==> config.mk <==
export PLATFORM = sky130hd
export DESIGN_NAME = keccak_perm_ctrl
export DESIGN_NICKNAME = d
export VERILOG_FILES = /design/src/rtl/keccak_pkg.sv /design/src/rtl/keccak_mode_decode.sv /design/src/rtl/keccak_perm_ctrl.sv
export SDC_FILE = /design/constraint.sdc
export NUM_CORES = 1
export LEC_CHECK = 0
export BUFFER_PORTS_ARGS = -buffer_cell sky130_fd_sc_hd__buf_4
export CORE_MARGIN = 5
export CORE_UTILIZATION = 56
export CTS_BUF_LIST = sky130_fd_sc_hd__clkbuf_2
export CTS_CLUSTER_DIAMETER = 30
export DETAILED_ROUTE_END_ITERATION = 16
export GPL_ROUTABILITY_DRIVEN = 0
export PLACE_DENSITY_LB_ADDON = 0.08
export SETUP_SLACK_MARGIN = 0.2
export SYNTH_ARGS = -nofsm -noshare
export SYNTH_HDL_FRONTEND = slang
export SYNTH_HIERARCHICAL = 1
export SYNTH_SLANG_ARGS = --single-unit
==> constraint.sdc <==
create_clock -name clk -period 2.1 [get_ports clk]
set_input_delay 0.42 -clock clk [delete_from_list [all_inputs] [get_ports clk]]
set_output_delay 0.42 -clock clk [all_outputs]
set_load 0.005 [all_outputs]
==> src/rtl/keccak_pkg.sv <==
// keccak_pkg
//   Shared types and constants for the Keccak permutation controller:
//   mode and step encodings, controller state enum, per-mode rate/suffix
//   constants and the step-order helper.
package keccak_pkg;

   localparam int unsigned MAX_ROUNDS       = 24;
   localparam int unsigned STEP_NUM         = 5;
   localparam int unsigned STATE_WIDTH      = 1600;
   localparam int unsigned MODE_SEL_WIDTH   = 2;
   localparam int unsigned RATE_WIDTH       = 11;
   localparam int unsigned CAPACITY_WIDTH   = 11;
   localparam int unsigned SUFFIX_WIDTH     = 4;
   localparam int unsigned SUFFIX_LEN_WIDTH = 3;
   localparam int unsigned ROUND_INDEX_SIZE = 5;

   typedef enum logic [MODE_SEL_WIDTH-1:0] {
      SHA3_256 = 2'd0,
      SHA3_512 = 2'd1,
      SHAKE128 = 2'd2,
      SHAKE256 = 2'd3
   } keccak_mode;

   typedef enum logic [2:0] {
      ZERO_STEP  = 3'd0,
      THETA_STEP = 3'd1,
      RHO_STEP   = 3'd2,
      PI_STEP    = 3'd3,
      CHI_STEP   = 3'd4,
      IOTA_STEP  = 3'd5
   } keccak_step;

   typedef enum logic [1:0] {
      CTRL_IDLE = 2'd0,
      CTRL_ZERO = 2'd1,
      CTRL_STEP = 2'd2,
      CTRL_DONE = 2'd3
   } ctrl_state_e;

   localparam logic [RATE_WIDTH-1:0] RATE_SHA3_256 = 11'd1088;
   localparam logic [RATE_WIDTH-1:0] RATE_SHA3_512 = 11'd576;
   localparam logic [RATE_WIDTH-1:0] RATE_SHAKE128 = 11'd1344;
   localparam logic [RATE_WIDTH-1:0] RATE_SHAKE256 = 11'd1088;

   localparam logic [SUFFIX_WIDTH-1:0]     SUFFIX_SHA3      = 4'h2;
   localparam logic [SUFFIX_WIDTH-1:0]     SUFFIX_SHAKE     = 4'hF;
   localparam logic [SUFFIX_LEN_WIDTH-1:0] SUFFIX_LEN_SHA3  = 3'd2;
   localparam logic [SUFFIX_LEN_WIDTH-1:0] SUFFIX_LEN_SHAKE = 3'd4;

   localparam logic [CAPACITY_WIDTH-1:0] CAP_SHA3_256 =
      CAPACITY_WIDTH'(STATE_WIDTH - 32'(RATE_SHA3_256));

   localparam logic [ROUND_INDEX_SIZE-1:0] LAST_ROUND =
      ROUND_INDEX_SIZE'(MAX_ROUNDS - 1);

   // Step that follows s within a round; IOTA wraps to THETA (round
   // advance is handled by the caller).
   function automatic keccak_step next_step(input keccak_step s);
      keccak_step n;
      n = THETA_STEP;
      case (s)
         THETA_STEP: n = RHO_STEP;
         RHO_STEP:   n = PI_STEP;
         PI_STEP:    n = CHI_STEP;
         CHI_STEP:   n = IOTA_STEP;
         default:    n = THETA_STEP;
      endcase
      return n;
   endfunction

endpackage

==> src/rtl/keccak_mode_decode.sv <==
// keccak_mode_decode
//   Combinational decode of a Keccak mode into sponge parameters.
//   Ports:
//     i_mode        mode select (keccak_mode encoding)
//     o_rate        rate in bits
//     o_capacity    1600 - rate
//     o_suffix      domain-separation bits, LSB first
//     o_suffix_len  number of valid suffix bits
module keccak_mode_decode
   import keccak_pkg::*;
(
   input  logic [MODE_SEL_WIDTH-1:0]   i_mode,
   output logic [RATE_WIDTH-1:0]       o_rate,
   output logic [CAPACITY_WIDTH-1:0]   o_capacity,
   output logic [SUFFIX_WIDTH-1:0]     o_suffix,
   output logic [SUFFIX_LEN_WIDTH-1:0] o_suffix_len
);

   logic [RATE_WIDTH-1:0] w_rate;

   always_comb begin
      w_rate       = RATE_SHA3_256;
      o_suffix     = SUFFIX_SHA3;
      o_suffix_len = SUFFIX_LEN_SHA3;
      case (keccak_mode'(i_mode))
         SHA3_256: begin
            w_rate       = RATE_SHA3_256;
            o_suffix     = SUFFIX_SHA3;
            o_suffix_len = SUFFIX_LEN_SHA3;
         end
         SHA3_512: begin
            w_rate       = RATE_SHA3_512;
            o_suffix     = SUFFIX_SHA3;
            o_suffix_len = SUFFIX_LEN_SHA3;
         end
         SHAKE128: begin
            w_rate       = RATE_SHAKE128;
            o_suffix     = SUFFIX_SHAKE;
            o_suffix_len = SUFFIX_LEN_SHAKE;
         end
         SHAKE256: begin
            w_rate       = RATE_SHAKE256;
            o_suffix     = SUFFIX_SHAKE;
            o_suffix_len = SUFFIX_LEN_SHAKE;
         end
         default: begin
            w_rate       = RATE_SHA3_256;
            o_suffix     = SUFFIX_SHA3;
            o_suffix_len = SUFFIX_LEN_SHA3;
         end
      endcase
   end

   assign o_rate     = w_rate;
   assign o_capacity = CAPACITY_WIDTH'(STATE_WIDTH - 32'(w_rate));

endmodule

==> src/rtl/keccak_perm_ctrl.sv <==
// keccak_perm_ctrl
//   Sequencer for the Keccak step datapath. Either clears the state array
//   (one ZERO cycle, latching the mode configuration) or runs a full
//   Keccak-f[1600] permutation: 24 rounds of THETA/RHO/PI/CHI/IOTA, one
//   step per cycle. All outputs are registered.
//   Optional build macro: KECCAK_CTRL_ABORT_EN adds abort_i, which returns
//   a running operation to IDLE without a done pulse.
//   Ports:
//     clk, rst_n      clock, asynchronous active-low reset
//     start_i         request, accepted only while start_ready_o=1
//     clear_i         with start_i: 1=clear + latch mode, 0=permute
//     mode_i          mode, sampled only on an accepted clear
//     abort_i         (KECCAK_CTRL_ABORT_EN only) abort running operation
//     start_ready_o   high in IDLE
//     busy_o          high in ZERO/STEP
//     done_o          one-cycle pulse at end of operation
//     step_sel_o      keccak_step driven to the datapath
//     round_idx_o     current round for the iota constant lookup
//     state_we_o      state-array write enable
//     rate_o, capacity_o, suffix_o, suffix_len_o  latched mode config
module keccak_perm_ctrl
   import keccak_pkg::*;
(
   input  logic                        clk,
   input  logic                        rst_n,
   input  logic                        start_i,
   input  logic                        clear_i,
   input  logic [MODE_SEL_WIDTH-1:0]   mode_i,
`ifdef KECCAK_CTRL_ABORT_EN
   input  logic                        abort_i,
`endif
   output logic                        start_ready_o,
   output logic                        busy_o,
   output logic                        done_o,
   output logic [2:0]                  step_sel_o,
   output logic [ROUND_INDEX_SIZE-1:0] round_idx_o,
   output logic                        state_we_o,
   output logic [RATE_WIDTH-1:0]       rate_o,
   output logic [CAPACITY_WIDTH-1:0]   capacity_o,
   output logic [SUFFIX_WIDTH-1:0]     suffix_o,
   output logic [SUFFIX_LEN_WIDTH-1:0] suffix_len_o
);

   ctrl_state_e                  r_state;
   keccak_step                   r_step;
   logic [ROUND_INDEX_SIZE-1:0]  r_round;
   logic                         r_ready;
   logic                         r_busy;
   logic                         r_done;
   logic                         r_we;
   logic [RATE_WIDTH-1:0]        r_rate;
   logic [CAPACITY_WIDTH-1:0]    r_cap;
   logic [SUFFIX_WIDTH-1:0]      r_suffix;
   logic [SUFFIX_LEN_WIDTH-1:0]  r_suffix_len;

   logic                         w_abort;
   logic [RATE_WIDTH-1:0]        w_rate;
   logic [CAPACITY_WIDTH-1:0]    w_cap;
   logic [SUFFIX_WIDTH-1:0]      w_suffix;
   logic [SUFFIX_LEN_WIDTH-1:0]  w_suffix_len;

`ifdef KECCAK_CTRL_ABORT_EN
   assign w_abort = abort_i;
`else
   assign w_abort = 1'b0;
`endif

   keccak_mode_decode u_mode_decode (
      .i_mode       (mode_i),
      .o_rate       (w_rate),
      .o_capacity   (w_cap),
      .o_suffix     (w_suffix),
      .o_suffix_len (w_suffix_len)
   );

   always_ff @(posedge clk or negedge rst_n) begin
      if (!rst_n) begin
         r_state      <= CTRL_IDLE;
         r_step       <= ZERO_STEP;
         r_round      <= '0;
         r_ready      <= 1'b1;
         r_busy       <= 1'b0;
         r_done       <= 1'b0;
         r_we         <= 1'b0;
         r_rate       <= RATE_SHA3_256;
         r_cap        <= CAP_SHA3_256;
         r_suffix     <= SUFFIX_SHA3;
         r_suffix_len <= SUFFIX_LEN_SHA3;
      end else begin
         case (r_state)
            CTRL_IDLE: begin
               r_done  <= 1'b0;
               r_step  <= ZERO_STEP;
               r_round <= '0;
               r_we    <= 1'b0;
               if (start_i) begin
                  r_ready <= 1'b0;
                  r_busy  <= 1'b1;
                  r_we    <= 1'b1;
                  if (clear_i) begin
                     r_state      <= CTRL_ZERO;
                     r_rate       <= w_rate;
                     r_cap        <= w_cap;
                     r_suffix     <= w_suffix;
                     r_suffix_len <= w_suffix_len;
                  end else begin
                     r_state <= CTRL_STEP;
                     r_step  <= THETA_STEP;
                  end
               end
            end

            CTRL_ZERO: begin
               r_we   <= 1'b0;
               r_busy <= 1'b0;
               r_step <= ZERO_STEP;
               if (w_abort) begin
                  r_state <= CTRL_IDLE;
                  r_ready <= 1'b1;
               end else begin
                  r_state <= CTRL_DONE;
                  r_done  <= 1'b1;
               end
            end

            CTRL_STEP: begin
               // Abort outranks the final IOTA: the write of the current
               // cycle is already committed, only the done pulse is lost.
               if (w_abort) begin
                  r_state <= CTRL_IDLE;
                  r_ready <= 1'b1;
                  r_busy  <= 1'b0;
                  r_we    <= 1'b0;
                  r_step  <= ZERO_STEP;
                  r_round <= '0;
               end else if (r_step == IOTA_STEP) begin
                  if (r_round == LAST_ROUND) begin
                     r_state <= CTRL_DONE;
                     r_busy  <= 1'b0;
                     r_we    <= 1'b0;
                     r_done  <= 1'b1;
                     r_step  <= ZERO_STEP;
                     r_round <= '0;
                  end else begin
                     r_round <= r_round + 1'b1;
                     r_step  <= THETA_STEP;
                  end
               end else begin
                  r_step <= next_step(r_step);
               end
            end

            CTRL_DONE: begin
               r_state <= CTRL_IDLE;
               r_done  <= 1'b0;
               r_ready <= 1'b1;
               r_busy  <= 1'b0;
               r_we    <= 1'b0;
               r_step  <= ZERO_STEP;
               r_round <= '0;
            end

            default: begin
               r_state <= CTRL_IDLE;
               r_done  <= 1'b0;
               r_ready <= 1'b1;
               r_busy  <= 1'b0;
               r_we    <= 1'b0;
               r_step  <= ZERO_STEP;
               r_round <= '0;
            end
         endcase
      end
   end

   assign start_ready_o = r_ready;
   assign busy_o        = r_busy;
   assign done_o        = r_done;
   assign step_sel_o    = r_step;
   assign round_idx_o   = r_round;
   assign state_we_o    = r_we;
   assign rate_o        = r_rate;
   assign capacity_o    = r_cap;
   assign suffix_o      = r_suffix;
   assign suffix_len_o  = r_suffix_len;

endmodule

### Yosys cells after proc, flatten, opt, wreduce, memory -nomap -nowiden

Cells that the tools add are included.

* flip-flop bits (word level): 43
* input port bits: 6
* output and inout bits: 41

* add/sub/neg operators: 2
* eq/ne operators: 15
* mux-type cells: 28
* bitwise operators: 1
* reduce and logical (&&, ||, !) cells: 14

Operators with widths (count)
* 11-bit case mux with 3 select lines: 1
* 3-bit case mux with 4 select lines: 1
* 2-bit OR reduction: 6
* 11-bit subtractor, first input constant: 1
* 5-bit two-way mux: 2
* 5-bit case mux with 2 select lines: 1
* 1-bit two-way mux: 9
* 1-bit case mux with 3 select lines: 3
* 3-bit case mux with 3 select lines: 1
* 2-bit equality test, second input constant: 4
* 2-bit two-way mux: 4
* 2-bit case mux with 4 select lines: 1
* 4-bit case mux with 2 select lines: 1
* 3-bit by 2-bit equality test with 1-bit output, second input constant: 2
* 3-bit equality test, second input constant: 2
* 3-bit two-way mux: 2
* 2-bit inequality test, second input constant: 3
* 3-bit case mux with 2 select lines: 1
* 2-bit AND reduction: 3
* 3-bit AND reduction: 2
* 5-bit by 1-bit adder with 5-bit output, second input constant: 1
* 5-bit equality test, second input constant: 1
* 2-bit by 1-bit equality test with 1-bit output, second input constant: 2
* 2-bit logical NOT: 2
* 4 further kinds: 4

### Depth between registers and ports, before layout

Gate-level depths: netlist of run 1.

* depth in word-level cells: 4
* depth in mapped cells: 7

### Modules after synthesis

Netlist of run 1, hierarchy kept.

By module, submodules not included
* keccak_perm_ctrl: times used 1, cells each 137, area each 1833.0 um^2, sequential area each 1083.5 um^2
* keccak_mode_decode: times used 1, cells each 34, area each 251.5 um^2, sequential area each 0.0 um^2

### Least setup slack after synthesis of run 1

OpenSTA, ideal clock, no wires.

* kind: register -> register
* from: register r_state[0]
* to: register r_cap[8] (netlist: capacity_o[8])
* library setup time: 125 ps
* arrival time: 1575 ps
* setup slack: 401 ps
* cell stages (with the launch flop): 8
* cell sequence: dfrtp_1 > inv_1 > ha_1 > clkbuf_2 > nand3_1 > buf_2 > buf_2 > mux2_2

* longest elaborated chain between the ends: 2

Ends and longest elaborated chain
* from (decl): line keccak_perm_ctrl.sv:44 `ctrl_state_e r_state;`
* from (signal assigned): line keccak_perm_ctrl.sv:78 `r_state <= CTRL_IDLE;`
* from (signal assigned): line keccak_perm_ctrl.sv:101 `r_state <= CTRL_ZERO;`
* from (signal assigned): line keccak_perm_ctrl.sv:107 `r_state <= CTRL_STEP;`
* 2-bit logical NOT: line keccak_perm_ctrl.sv:90 `case (r_state)`
* 3-bit AND reduction (no source line)
* to (signal assigned): line keccak_perm_ctrl.sv:103 `r_cap <= w_cap;`
* to (decl): line keccak_perm_ctrl.sv:52 `logic [CAPACITY_WIDTH-1:0] r_cap;`

Every way passes these cells.
A chain may end at the register's enable or synchronous reset.

### Final worst setup path of run 1

* from: register r_state[1]
* to: register r_round[4] (netlist: round_idx_o[4])

* longest elaborated chain between the ends: 4
* elaborated cells between the ends (all ways): 8
* those cells by class: eq/ne: 3; mux: 1; reduce/logical: 4

Ends and longest elaborated chain
* 2-bit equality test or 2-bit logical NOT (tied branches): line keccak_perm_ctrl.sv:90
* 2-bit OR reduction (no source line)
* 2-bit nonzero test (no source line)
* 2-bit AND reduction (no source line)
* to (signal assigned): line keccak_perm_ctrl.sv:145 `r_round <= r_round + 1'b1;`
* to (decl): line keccak_perm_ctrl.sv:46 `logic [ROUND_INDEX_SIZE-1:0] r_round;`

Parallel ways exist; a longest one is shown, timed or not.

==> results.yml, run 1 <==
detailed_routing:
  viasPerCell: 4.93
  detailroute.via_count: 1292
  first_iter_violations: 67
  detail-route-antenna-nets: 0
  wirelength_microns: 3470
  detail_route.drc_violations: 0
  drt_pass1_iterations: 4
  routedWlPerCell_microns: 13.2
synthesis:
  post_synth.cell_area_avg_sq_um: 12.2
  synth.yosys.seq_area_share_pct: 52.0
  syn_inst: 171
  synth.top_cell.area_share_pct: 44.4
  synth_flop_cell: "sky130_fd_sc_hd__dfrtp_1"
  synth_edf_count: 0
  synth.cell_area_sq_um: 2080
  ys_seq_elements: 43
  synthArstFlopShare_pct: 100
  yosysWarnings: 6
  synth.lib_cells_used.distinct: 36
  synth_area_leader_cell: "sky130_fd_sc_hd__dfrtp_1"
  synth.area.top_cells: "sky130_fd_sc_hd__dfrtp_1 44%, sky130_fd_sc_hd__mux2_2 17%, sky130_fd_sc_hd__buf_4 8.3%"
clock_tree:
  clk-insertion-delay-late_ns: 0.40
  cts_htree_levels: 2
  cell_at_the_root_of_the_clock_tree: "sky130_fd_sc_hd__clkbuf_2"
  cts.sinks: 43
  cts_made_buffers: 5
  cts.repair_timing.setup_buffer_count: 0
  clk_transition_reported_paths_ns: 0.21
  cts-root-to-sink-buffers: 2
  tritoncts: "built"
global_route:
  initial_antenna_violation_count: 0
  grt_pass1_vias: 1353
  pin_count_of_the_biggest_net_entering_global_routing: 44
  grt_pass1_wl_microns: 6120
  total_gr_overflow: 0
  globalRouteTotalUtil_pct: 15.3
die:
  die-width_microns: 71.0
  initial_core_util_pct: 57.4
  boundaryPins: 47
  fp.dieH_microns: 71.0
  floorplan.die_area_sq_um: 5040
  floorplan.rows: 22
  core_sq_um: 3630
layout:
  drive_above_1_share_pct: 44.4
  fin_area_sq_um: 2470
  final_util_pct: 68.1
  fin_cells: 262
  antennaDiodeCount: 0
  most-common-layout-cells: "46 x sky130_fd_sc_hd__buf_4, 37 x sky130_fd_sc_hd__dfrtp_1, 31 x sky130_fd_sc_hd__mux2_2"
  flow.area_growth_from_synthesis_pct: 18.7
  mostFrequentLayoutCell: "sky130_fd_sc_hd__buf_4"
  final_nets: 227
setup_path:
  worstPathMaxFanout: 11
  reg2reg_setup_slack_ns: 0.38
  critPathRequiredTime_ns: 2.44
  worst_setup_path_start_kind: "register"
  critical_path.endpoint_type: "register"
  crit_arrival_ns: 2.07
  worstSetupPathType: "register to register"
placed_design:
  dpl_cell_area_sq_um: 2370
  buffer_ports.inserted: 46
  place_hpwl_microns: 2480
  placed_cells: 253
worst_hold_path:
  hold_path.class: "primary input to register"
run_status:
  outcome: "finished clean"
timing:
  setup_repair_after_global_routing_missed_its_margin: "false"
  slew_headroom_pct: 65.9
  max_freq_ghz: 0.580
  worst_pin_slew_ns: 0.511
  finalSetupViolCount: 0
  finClkSkew_ns: 0.0128
  fin_setup_tns_ns: 0
  timing.final.crit_period_ns: 1.72
  timing.final.hold_violations: 0
  timing.final.crit_share_pct: 82.1
  report.final.slew_viol_count: 0
job:
  cap_viol_max_count: 0
power_and_ir_drop:
  power_leakage_nw: 1.21
  pwr_density_cell_nw_per_um2: 1370
  power.total_w: 0.00339
  worst_vdd_rail_ir_drop_v: 0.000800
==> critical path, cell delays in order, from the launching register on <==
cell and delay [ns]:
sky130_fd_sc_hd__dfrtp_1 0.42, sky130_fd_sc_hd__inv_1 0.07, sky130_fd_sc_hd__ha_1 0.47, sky130_fd_sc_hd__nand2_1 0.11, sky130_fd_sc_hd__or4b_1 0.50, sky130_fd_sc_hd__o21ai_0 0.09
==> Yosys cell counts (2+ instances only) <==
cell,instances
sky130_fd_sc_hd__buf_2,3
sky130_fd_sc_hd__conb_1,2
sky130_fd_sc_hd__dfrtp_1,37
sky130_fd_sc_hd__mux2_2,31
sky130_fd_sc_hd__nand3b_1,2
sky130_fd_sc_hd__buf_4,23
sky130_fd_sc_hd__o21ai_0,5
sky130_fd_sc_hd__dfstp_2,6
sky130_fd_sc_hd__clkbuf_1,2
sky130_fd_sc_hd__mux2i_1,4
sky130_fd_sc_hd__ha_1,8
sky130_fd_sc_hd__a21oi_1,5
sky130_fd_sc_hd__nand2_1,7
sky130_fd_sc_hd__inv_1,10
sky130_fd_sc_hd__nand3_1,5
==> through the flow <==
stage | hold slack (ns) | worst slack (ns)
2_1_floorplan | 0.124 | 0.401
3_3_place_gp | 0.426 | 0.435
3_5_place_dp | 0.437 | 0.361
4_1_cts | 0.173 | 0.286
5_1_grt | 0.168 | 0.237
6_report | 0.210 | 0.375
==> path summary, 6_finish.rpt <==
kind | startpoint | end | cells past startpoint
min reg2reg | suffix_len_o[2] | suffix_len_o[2] | 1
min | clear_i | step_sel_o[0] | 2
max in group asynchronous | rst_n | rate_o[10] | 2
min in group asynchronous | rst_n | capacity_o[0] | 2
max reg2reg | r_state[1] | round_idx_o[4] | 5
max | r_state[1] | round_idx_o[4] | 5
==> routing by layer <==
layer / vias to the layer above / global-route usage, % / share of wire (%)
met2: 42 / 25.0 / 50
met4: 0 / 5.64 / 1.7
met5: - / 0 / 0
li1: 626 / - / -
met3: 7 / 5.40 / 7.9
met1: 617 / 18.6 / 40
==> flip-flops by register name, summed over array words and instances, names as in the netlist <==
register       count
rate_o            11
suffix_o           4
suffix_len_o       3
done_o             1
capacity_o        11
busy_o             1
r_state            2
round_idx_o        5
start_ready_o      1
state_we_o         1
step_sel_o         3
==> cells by family (layout without fill, tap and decap cells) <==
logic type               after synthesis  after routing  share of synthesized area [%]
buffers and inverters                 39             66                           11.4
AO/OA/AOI/OAI                         20             20                           6.06
flip-flops                            43             43                           52.0
XOR/XNOR                               1              1                          0.420
multiplexers                          35             35                           18.7
AND/OR/NAND/NOR                       23             23                           6.30
adder cells (fa/ha/maj)                8              8                           4.80
other                                  2             18                          0.360
==> area by class of cell <==
cell class              count  area (sq um)
repair buffers             48           375
well taps                  48          60.1
flip-flops and latches     43          1080
multi-input cells         105           827
clock buffers               6          30.0
clock inverters             2          60.1
inverters                  10          37.5
fillers                   300          1160
==> report_power, final <==
group	internal (W)	total, W	switching [W]
logic	0.000834	0.00139	0.000551
registers	0.00122	0.00142	0.000205
clock network	0.000326	0.000584	0.000258
total	0.00238	0.00339	0.00101
==> repair_timing <==
item | CTS | global route
resized for setup | 0 | 1
endpoints found under the hold margin | 37 | 0
setup endpoints to repair | 0 | 2
hold buffers | 1 | 0
(Power assumes the default switching activity.)
==> run 2: changes to the inputs <==
CORE_UTILIZATION = 51   (was 56)
clock period = 1.42 ns   (was 2.1 ns; I/O delays follow)
==> run 2 against run 1 <==
Against the previous run:
- the flow now finishes with violations (setup timing)
- hold slack worse by 0.080 ns
- global-route usage up 2.4 points
- clock skew down 0.0049 ns
- clock power down 10%
- wire length up 43%
- critical endpoint is now done_o
- largest cell class unchanged
==> results.yml, run 2 (synthesized netlist as in run 1, its figures left out) <==
placed_design:
  dpl_cell_area_sq_um: 2540
  buffer_ports.inserted: 46
  place_hpwl_microns: 3010
global_route:
  pin_count_of_the_biggest_net_entering_global_routing: 44
  total_gr_overflow: 0
  grt_pass1_vias: 1570
  initial_antenna_violation_count: 0
  globalRouteTotalUtil_pct: 17.7
  grt_pass1_wl_microns: 7290
timing:
  setup_repair_after_global_routing_missed_its_margin: "true"
  fin_worst_hold_slack_ns: 0.130
  postLayoutSetupSlackWorst_ns: -0.105
  timing.final.hold_violations: 0
  finalSetupViolCount: 10
  fin_setup_tns_ns: -0.387
  max_freq_ghz: 0.656
  timing.final.crit_period_ns: 1.53
  report.final.slew_viol_count: 0
  slew_headroom_pct: 63.7
  timing.final.crit_share_pct: 107
  worst_pin_slew_ns: 0.544
  finClkSkew_ns: 0.00791
setup_path:
  critical_path.endpoint_type: "register"
  worst_path_cell_chain: "ha_2 -> nand4b_1 -> o21ai_4 -> mux2_4"
  slowest_delay_ns: 0.43
  crit_buf_inv: 0
  r2r_cells: 4
  reg2reg_to: "done_o"
  worstPathMaxFanout: 5
  worstSetupPathType: "register to register"
  critPathRequiredTime_ns: 1.73
  worst_setup_path_start_kind: "register"
  reg2reg_setup_slack_ns: -0.11
  crit_family: "flip-flops"
  crit_path_top_delay_cell: "sky130_fd_sc_hd__dfrtp_1"
  rr_startpoint: "round_idx_o[0]"
  crit_arrival_ns: 1.84
run_status:
  violations: "setup timing"
  outcome: "finished, violations left"
worst_hold_path:
  whs_path_depth: 2
  hold_start: "clear_i"
  hold_path.class: "primary input to register"
  holdPathEnd: "step_sel_o[0]"
detailed_routing:
  wl_met1_microns: 1950
  detail_route.drc_violations: 0
  wl_met2_microns: 2700
  detailroute.wirelength.met3_microns: 220
  routedWlPerCell_microns: 15.9
  highest-signal-layer: "met4"
  detailroute.via_count: 1556
  viasPerCell: 4.99
  drt_pass1_iterations: 4
  wirelength_microns: 4950
  first_iter_violations: 62
  detail-route-antenna-nets: 0
clock_tree:
  cell_at_the_root_of_the_clock_tree: "sky130_fd_sc_hd__clkbuf_2"
  tritoncts: "built"
  cts_htree_levels: 2
  cts_made_buffers: 5
  cts-root-to-sink-buffers: 2
  clk-insertion-delay-late_ns: 0.40
  cts.sinks: 43
  clk_transition_reported_paths_ns: 0.21
power_and_ir_drop:
  p_switching_w: 0.00206
  sequential_share_of_power_pct: 33.5
  power_leakage_nw: 1.65
  pwr_density_cell_nw_per_um2: 2040
  power.clock.fraction_pct: 8.0
  power.share.combinational_pct: 58.6
  worst_vdd_rail_ir_drop_v: 0.00103
  internal_power_w: 0.00451
  power.total_w: 0.00657
  power.switching_fraction_pct: 31.3
die:
  floorplan.rows: 23
  fp.dieH_microns: 73.9
  floorplan.die_area_sq_um: 5470
  initial_core_util_pct: 52.5
  boundaryPins: 47
  die-width_microns: 73.9
  core_sq_um: 3970
layout:
  fin_area_sq_um: 3230
  drive_above_1_share_pct: 62.6
  final_util_pct: 81.3
  nFillCells: 226
  flow.area_growth_from_synthesis_pct: 54.9
  mostFrequentLayoutCell: "sky130_fd_sc_hd__buf_6"
  most-common-layout-cells: "47 x sky130_fd_sc_hd__buf_6, 45 x sky130_fd_sc_hd__buf_4, 34 x sky130_fd_sc_hd__dfrtp_1"
  final_nets: 275
  antennaDiodeCount: 0
job:
  cap_viol_max_count: 0
## run 2: how the worst max path moves through the flow
stage / start / to / slack, ns / depth (start not counted)
detailed placement: r_state[0] / round_idx_o[3] / -0.08 / 7
global route: round_idx_o[0] / done_o / -0.15 / 4
CTS: r_state[1] / round_idx_o[4] / -0.02 / 5
floorplan: r_state[1] / capacity_o[8] / -0.06 / 7
finish: round_idx_o[0] / done_o / -0.11 / 4
global placement: r_state[0] / round_idx_o[3] / 0.03 / 7
## run 2: final cells by class
type	count	area [sq um]	area share, %
Clock buffer	7	35.0	1.08
Timing Repair Buffer	96	942	29.2
Multi-Input combinational cell	105	1060	32.8
Tap cell	50	62.6	1.94
Inverter	10	37.5	1.16
Clock inverter	1	5.00	0.155
Sequential cell	43	1090	33.7
## run 2: stage by stage
stage / setup WS (ns) / std cells
finish: -0.105 / 312
global route: -0.154 / 312
CTS: -0.0191 / 295
detailed placement: -0.0761 / 270
global placement: 0.0256 / 270
floorplan: -0.0623 / 187
## run 2: repair_timing
action                                  CTS  global route
pin swaps                                 4             5
gates cloned                              0             1
buffers inserted                         16            16
hold buffers                              1             0
endpoints found under the setup margin   82            83
gates resized for setup                  79            17
endpoints found under the hold margin    37             0
## run 2: metal layers
metal  track usage, %  vias up
met3             5.27       12
met1             20.2      772
met5                0        -
li1                 -      725
met4             5.03        0
met2             32.0       47
## run 2: power groups by stage
stage,logic [W],registers [W],clock network [W]
6_report,0.00385,0.00220,0.000524
5_1_grt,0.00411,0.00225,0.000594
4_1_cts,0.00331,0.00220,0.000530
3_5_place_dp,0.00244,0.00213,0
3_3_place_gp,0.00236,0.00208,0
2_1_floorplan,0.00133,0.00215,0
